<file path="src/rtl/fs_bh_1bit_if.sv">
// Signal bundle for the 1-bit full subtractor: operand/control inputs plus
// combinational and registered results.
interface fs_bh_1bit_if;
  logic a_in;
  logic b_in;
  logic borrow_in;
  logic serial_mode;
  logic en;
  logic clr;
  logic diff_out;
  logic borrow_out;
  logic diff_q;
  logic borrow_q;
  logic valid_q;

  modport master (
    output a_in, b_in, borrow_in, serial_mode, en, clr,
    input  diff_out, borrow_out, diff_q, borrow_q, valid_q
  );

  modport slave (
    input  a_in, b_in, borrow_in, serial_mode, en, clr,
    output diff_out, borrow_out, diff_q, borrow_q, valid_q
  );
endinterface

</file>
<file path="src/rtl/fs_bh_1bit.sv">
// 1-bit full subtractor with a zero-latency combinational path and a registered
// path that can feed its own borrow back for LSB-first bit-serial subtraction.
module fs_bh_1bit #(
  parameter bit RESET_BORROW = 1'b0
) (
  input logic          clk,
  input logic          rst_n,
  fs_bh_1bit_if.slave  bus
);

  function automatic logic diff_fn(input logic a, input logic b, input logic bin);
    return a ^ b ^ bin;
  endfunction

  function automatic logic borrow_fn(input logic a, input logic b, input logic bin);
    return (~a & b) | (~a & bin) | (b & bin);
  endfunction

  logic diff_p1;
  logic borrow_p1;
  logic vld_p1;
  logic bsel_p0;

  assign bus.diff_out   = diff_fn(bus.a_in, bus.b_in, bus.borrow_in);
  assign bus.borrow_out = borrow_fn(bus.a_in, bus.b_in, bus.borrow_in);

  // In serial mode the previous cycle's borrow chains into this bit.
  assign bsel_p0 = bus.serial_mode ? borrow_p1 : bus.borrow_in;

  // p0 -> p1: clear outranks enable; otherwise registers hold.
  always_ff @(posedge clk or negedge rst_n) begin
    if (!rst_n) begin
      diff_p1   <= 1'b0;
      borrow_p1 <= RESET_BORROW;
      vld_p1    <= 1'b0;
    end else if (bus.clr) begin
      diff_p1   <= 1'b0;
      borrow_p1 <= RESET_BORROW;
      vld_p1    <= 1'b0;
    end else if (bus.en) begin
      diff_p1   <= diff_fn(bus.a_in, bus.b_in, bsel_p0);
      borrow_p1 <= borrow_fn(bus.a_in, bus.b_in, bsel_p0);
      vld_p1    <= 1'b1;
    end
  end

  assign bus.diff_q   = diff_p1;
  assign bus.borrow_q = borrow_p1;
  assign bus.valid_q  = vld_p1;

endmodule

</file>
<file path="src/flat_wrapper.sv">
// flat-port wrapper written by rule: the top's interface ports become plain ports
module fs_bh_1bit_flat 
#(
  parameter bit RESET_BORROW = 1'b0
)
  (clk, rst_n, bus_a_in, bus_b_in, bus_borrow_in, bus_serial_mode, bus_en, bus_clr, bus_diff_out, bus_borrow_out, bus_diff_q, bus_borrow_q, bus_valid_q);
  fs_bh_1bit_if bus_i ();
  input logic clk;
  input logic rst_n;
  input wire logic [$bits(bus_i.a_in)-1:0] bus_a_in;
  input wire logic [$bits(bus_i.b_in)-1:0] bus_b_in;
  input wire logic [$bits(bus_i.borrow_in)-1:0] bus_borrow_in;
  input wire logic [$bits(bus_i.serial_mode)-1:0] bus_serial_mode;
  input wire logic [$bits(bus_i.en)-1:0] bus_en;
  input wire logic [$bits(bus_i.clr)-1:0] bus_clr;
  output wire logic [$bits(bus_i.diff_out)-1:0] bus_diff_out;
  output wire logic [$bits(bus_i.borrow_out)-1:0] bus_borrow_out;
  output wire logic [$bits(bus_i.diff_q)-1:0] bus_diff_q;
  output wire logic [$bits(bus_i.borrow_q)-1:0] bus_borrow_q;
  output wire logic [$bits(bus_i.valid_q)-1:0] bus_valid_q;
  assign bus_i.a_in = bus_a_in;
  assign bus_i.b_in = bus_b_in;
  assign bus_i.borrow_in = bus_borrow_in;
  assign bus_i.serial_mode = bus_serial_mode;
  assign bus_i.en = bus_en;
  assign bus_i.clr = bus_clr;
  assign bus_diff_out = bus_i.diff_out;
  assign bus_borrow_out = bus_i.borrow_out;
  assign bus_diff_q = bus_i.diff_q;
  assign bus_borrow_q = bus_i.borrow_q;
  assign bus_valid_q = bus_i.valid_q;
  fs_bh_1bit #(.RESET_BORROW(RESET_BORROW)) u_core (.clk(clk), .rst_n(rst_n), .bus(bus_i));
endmodule
</file>
<file path="config.mk">
export PLATFORM = sky130hd
export DESIGN_NAME = fs_bh_1bit_flat
export DESIGN_NICKNAME = d
export VERILOG_FILES = /design/src/rtl/fs_bh_1bit_if.sv /design/src/rtl/fs_bh_1bit.sv /design/src/flat_wrapper.sv
export SDC_FILE = /design/constraint.sdc
export NUM_CORES = 1
export LEC_CHECK = 0
export CORE_AREA = 10 10 47 49
export DETAILED_ROUTE_END_ITERATION = 8
export DIE_AREA = 0 0 57 59
export PLACE_DENSITY = 0.48
export SKIP_LAST_GASP = 1
export SYNTH_ARGS = -nofsm -noshare
export SYNTH_HDL_FRONTEND = slang
export SYNTH_SLANG_ARGS = --single-unit
</file>
<file path="constraint.sdc">
create_clock -name clk -period 2.2 [get_ports clk]
set_clock_uncertainty 0.15 [all_clocks]
set_input_delay 0.33 -clock clk [delete_from_list [all_inputs] [get_ports clk]]
set_output_delay 0.33 -clock clk [all_outputs]
set_load 0.01 [all_outputs]
</file>
# == Word level (Yosys, flattened, before mapping) ==
# Cells that the tools add are included.
# word_totals
reg_bits,3
in_bits,8
out_inout_bits,5
elab_cells,24
# op_classes
muxes,7
bitwise_logic,13
reduce_logical,1
# ops
op,n
1-bit two-way mux,7
1-bit bitwise AND,5
1-bit bitwise OR,4
1-bit XOR,3
2-bit nonzero test,1
1-bit inverter,1

# == Depth between registers and ports, before layout ==
# logic_depth
word_depth,6
ltp_mapped,4
mapped_depth_nobuf,4

# == Least setup slack after synthesis ==
# OpenSTA, ideal clock, no wires.
# synth_path
kind,register to register
startpoint,reg u_core.borrow_p1 (netlist: u_core.bus.borrow_q)
endpoint,reg u_core.diff_p1 (netlist: u_core.bus.diff_q)
setup_ps,73
t_arrival_ps,1420
required_ps,1977
path_slack_ps,557
path_stages_with_launch,5
n_path_buf,0
period_less_slack_ps,1643
cell_sequence,dfrtp_1 -> mux2_2 -> fa_1 -> or2b_1 -> a21oi_2
# synth_between
elab_chain_cells,4
# synth_rtl
item,line_no,text
start: declaration,fs_bh_1bit.sv:20,logic borrow_p1;
start signal: assignment,fs_bh_1bit.sv:42,"borrow_p1 <= borrow_fn(bus.a_in, bus.b_in, bsel_p0);"
1-bit two-way mux,fs_bh_1bit.sv:28,assign bsel_p0 = bus.serial_mode ? borrow_p1 : bus.borrow_in;
1-bit XOR,fs_bh_1bit.sv:12,return a ^ b ^ bin;
1-bit two-way mux,fs_bh_1bit.sv:40,end else if (bus.en) begin
1-bit two-way mux,fs_bh_1bit.sv:36,end else if (bus.clr) begin
end signal: assignment,fs_bh_1bit.sv:41,"diff_p1 <= diff_fn(bus.a_in, bus.b_in, bsel_p0);"
end: declaration,fs_bh_1bit.sv:19,logic diff_p1;
# No other way between the ends. The select of a mux whose other input is x is not followed.
# A chain may end at the register's enable or synchronous reset.

# == Worst setup path after layout ==
# layout_path
startpoint,in bus_borrow_in
endpoint,out bus_diff_out
# layout_between
elab_chain_cells,1
# layout_rtl
item,line_no,text
start: declaration,flat_wrapper.sv:12,input wire logic [$bits(bus_i.borrow_in)-1:0] bus_borrow_in;
1-bit XOR,fs_bh_1bit.sv:12,
end: declaration,flat_wrapper.sv:16,output wire logic [$bits(bus_i.diff_out)-1:0] bus_diff_out;
# No other way between the ends.

==> impl_table.tex <==
\begin{tabular}{lr}
\hline
Metric & Value \\
\hline
\multicolumn{2}{l}{\textbf{Synth}} \\
Sequential area share after synthesis & between 40\% and 50\% \\
Number of enable flip-flop cells after synthesis & 0 \\
Most used DFF post-synth & dfrtp\_1 \\
Commonest cells post-synth & dfrtp\_1, nor2\_1, fa\_1, inv\_1 \\
FF+latch count, synth & 3 \\
Post-synthesis instance area & 177.7 um\^{}2 \\
Number of cells produced by synthesis & 15 \\
Average instance area after synthesis & roughly 12 um\^{}2 \\
Area share of the leading cell type in the synthesized netlist & 42.25\% \\
Proportion of synthesized flip-flops having asynchronous set or reset & 100.0\% \\
Biggest area contributors in the synthesized netlist & dfrtp\_1, fa\_1, mux2\_2 \\
Largest area contributor in the netlist & dfrtp\_1 \\
Warning count from the yosys run & 0 \\
Net count of the mapped netlist & 25 \\
Distinct cell type count after synthesis & 9 \\
\multicolumn{2}{l}{\textbf{Pwr}} \\
Leakage Power & around 0.17 nW \\
Cell area power density & 595.0 nW/um\^{}2 \\
Peak ir drop on the vdd network & approximately 130 uV \\
\multicolumn{2}{l}{\textbf{CTS}} \\
H-tree depth & 1 \\
CTS root buf & clkbuf\_4 \\
CTS clock-pin slew for the worst setup and hold paths & 0.04 ns \\
Total number of clock tree sinks & 3 \\
Maximum number of buffers from clock root to sink & 2 \\
Number of clock buffers inserted by TritonCTS & 3 \\
Clock network latency to the later pin of the worst-skew pair & 0.23 ns \\
TritonCTS clock tree & yes \\
Hold bufs inserted after CTS & 0 \\
\multicolumn{2}{l}{\textbf{Detailed routing}} \\
Antenna-violating nets left & 0 \\
First-pass detailed-route iteration total & 1 \\
Wire length reported by the detailed router & 557 um \\
Average wire per standard cell & 11.37 um \\
DRC violations left & 0 \\
Drt via density & 3.490 \\
Overall via count from detail\_route & 171 \\
First DRT Iteration DRCs & 0 \\
\multicolumn{2}{l}{\textbf{Timing}} \\
Pins Over Slew Limit & 0 \\
Final setup margin & 0.07481 ns \\
Final hold violation count & 0 \\
Maximum clock frequency & 470.5 MHz \\
Worst hold-check slack & 0.1363 ns \\
Final-report setup violation count & 0 \\
Portion of the clock cycle consumed by the worst path in the final layout & between 90\% and 100\% \\
Slew @ Worst Pin & around 0.12 ns \\
Worst slew slack as a fraction of its limit & between 90\% and 100\% \\
Clock period minus final worst setup slack & 2.125 ns \\
Unrepaired setup endpoints after global routing & false \\
\multicolumn{2}{l}{\textbf{Placement}} \\
Post-DP Area & 332.8 um\^{}2 \\
Number of port buffers & 12 \\
Global placer's final weighted congestion & 0.6569 \\
Post-Place Setup Slack & -0.1522 ns \\
\multicolumn{2}{l}{\textbf{Floorplan}} \\
Starting density of the core & 12.68\% \\
Core Region & 1401 um\^{}2 \\
Die Ht & 59 um \\
Site Rows & 14 \\
I/O pins & 13 \\
Die ar. & 3363 um\^{}2 \\
Die Width & roughly 57 um \\
\multicolumn{2}{l}{\textbf{Run}} \\
Max-capacitance violation count & 0 \\
\multicolumn{2}{l}{\textbf{GRT}} \\
Pin count of the biggest net entering global routing & 5 \\
GR Layer Usage met2 & 3.411\% \\
Routing usage on met1 & 4.545\% \\
Vias in the first global route & approximately 200 \\
Global routing usage on met3 & 4.292\% \\
Total routing resource utilization after global routing & 4.116\% \\
Global-route layer with the greatest usage & met4 \\
Global-route congestion overflow total & 0 \\
Initial antenna violation count & 0 \\
First-pass GRT wire length & $\sim$930 um \\
\multicolumn{2}{l}{\textbf{Final layout}} \\
Nets & 44 \\
Share of layout cells above drive strength 1 & 21.21\% \\
Final instance area & roughly 360 um\^{}2 \\
Synthesis-to-finish area growth & 102.8\% \\
Antenna diode instance count & 0 \\
Fill count & 158 \\
\multicolumn{2}{l}{\textbf{Worst setup path}} \\
Cell with the biggest individual delay on the critical path & fa\_1 \\
Setup Crit Path Kind & in -> out \\
Worst path bufs/invs & 3 \\
Type of element launching the critical path & primary input \\
Family of cells with the greatest summed delay on the critical path & buffers and inverters \\
Crit-path cells & clkdlybuf4s50\_1 > fa\_1 > inv\_1 > dlygate4sd2\_1 \\
Crit-path max FO & 2 \\
Worst path required time & between 1.5 and 2 ns \\
Endpoint class of the critical path & output port \\
Arrival time at the worst endpoint & 1.65 ns \\
Slowest Stage Delay on Critical Path & approximately 0.54 ns \\
\multicolumn{2}{l}{\textbf{Min path}} \\
Classification of the worst-slack hold path & in -> async \\
\multicolumn{2}{l}{\textbf{Status}} \\
Outcome & finished clean \\
\hline
\end{tabular}
## layout make-up
class	count	area (um^2)	area share (%)
Multi-Input combinational cell	10	95.09	26.39
Timing Repair Buffer	14	136.4	37.85
Tap cell	16	20.02	5.556
Inverter	2	7.507	2.083
Sequential cell	3	75.07	20.83
Clock buffer	4	26.28	7.292
## worst register-to-register path, delay by kind of cell (launching register included)
family                   cells  cell delay (ns)
adder cells (fa/ha/maj)      1             0.42
multiplexers                 1             0.28
AO/OA/AOI/OAI                1             0.11
AND/OR/NAND/NOR              1             0.24
flip-flops                   1             0.38
## cells by family (layout without fill, tap and decap cells)
group / after synthesis / in the layout / share of synthesized area (%)
and+or+nand+nor: 5 / 5 / 14.09
AOI/OAI and AO/OA: 1 / 1 / 4.930
adders and majority gates: 2 / 2 / 22.54
buffers and inverters: 2 / 20 / 4.227
muxes: 2 / 2 / 11.97
DFF: 3 / 3 / 42.25
## registers in the layout (all words and copies together) (netlist names)
signal	flops
u_core.bus.valid_q	1
u_core.bus.diff_q	1
u_core.bus.borrow_q	1
## metrics by stage
step                power, mW  TNS [ns]  std cells  util [%]
detailed placement     0.1211   -0.1522         45     23.75
global route           0.2262         0         49     25.71
finish                 0.2144         0         49     25.71
floorplan             0.08186         0         15         -
global placement       0.1194   -0.1371         45     23.75
CTS                    0.2207         0         49     25.54
## report_power, final
group | internal [mW] | switching, mW
Sequential | 0.0596 | 0.00232
Clock | 0.0680 | 0.0296
Combinational | 0.0334 | 0.0215
Total | 0.161 | 0.0534
## routing by layer
metal | vias to the layer above | part of all wire, % | routed length (um)
li1 | 81 | - | -
met3 | 2 | 20 | 109
met4 | 0 | 2.7 | 15
met5 | - | 0 | 0
met1 | 73 | 48 | 265
met2 | 15 | 30 | 166
## what timing repair did
item | CTS | global route
endpoints found under the setup margin | 1 | 1
cloned | 0 | 0
pin swaps | 0 | 0
setup buffers | 0 | 0
resized for setup | 1 | 1
## placed cells by master, fill, tap and decap left out, drive strengths merged
| master | n |
|---|---|
| clkbuf | 4 |
| a21oi | 1 |
| mux2 | 1 |
| clkdlybuf4s50 | 10 |
| fa | 2 |
| dlymetal6s2s | 1 |
| buf | 2 |
| nand2b | 1 |
| mux2i | 1 |
| nor2 | 3 |
| or2b | 1 |
| inv | 2 |
| dlygate4sd2 | 1 |
| dfrtp | 3 |
## path summary, 6_finish.rpt
check / end / slack (ns) / startpoint / cells after the start
hold / removal: u_core.bus.borrow_q / 0.14 / rst_n / 1
min in group clk: u_core.bus.valid_q / 0.37 / u_core.bus.valid_q / 2
hold reg to reg: u_core.bus.valid_q / 0.37 / u_core.bus.valid_q / 2
max in group asynchronous: u_core.bus.valid_q / 1.61 / rst_n / 1
setup / recovery: bus_diff_out / 0.07 / bus_borrow_in / 4
setup reg to reg: u_core.bus.diff_q / 0.56 / u_core.bus.borrow_q / 4
Note: power is estimated with default switching activity, not from simulation.
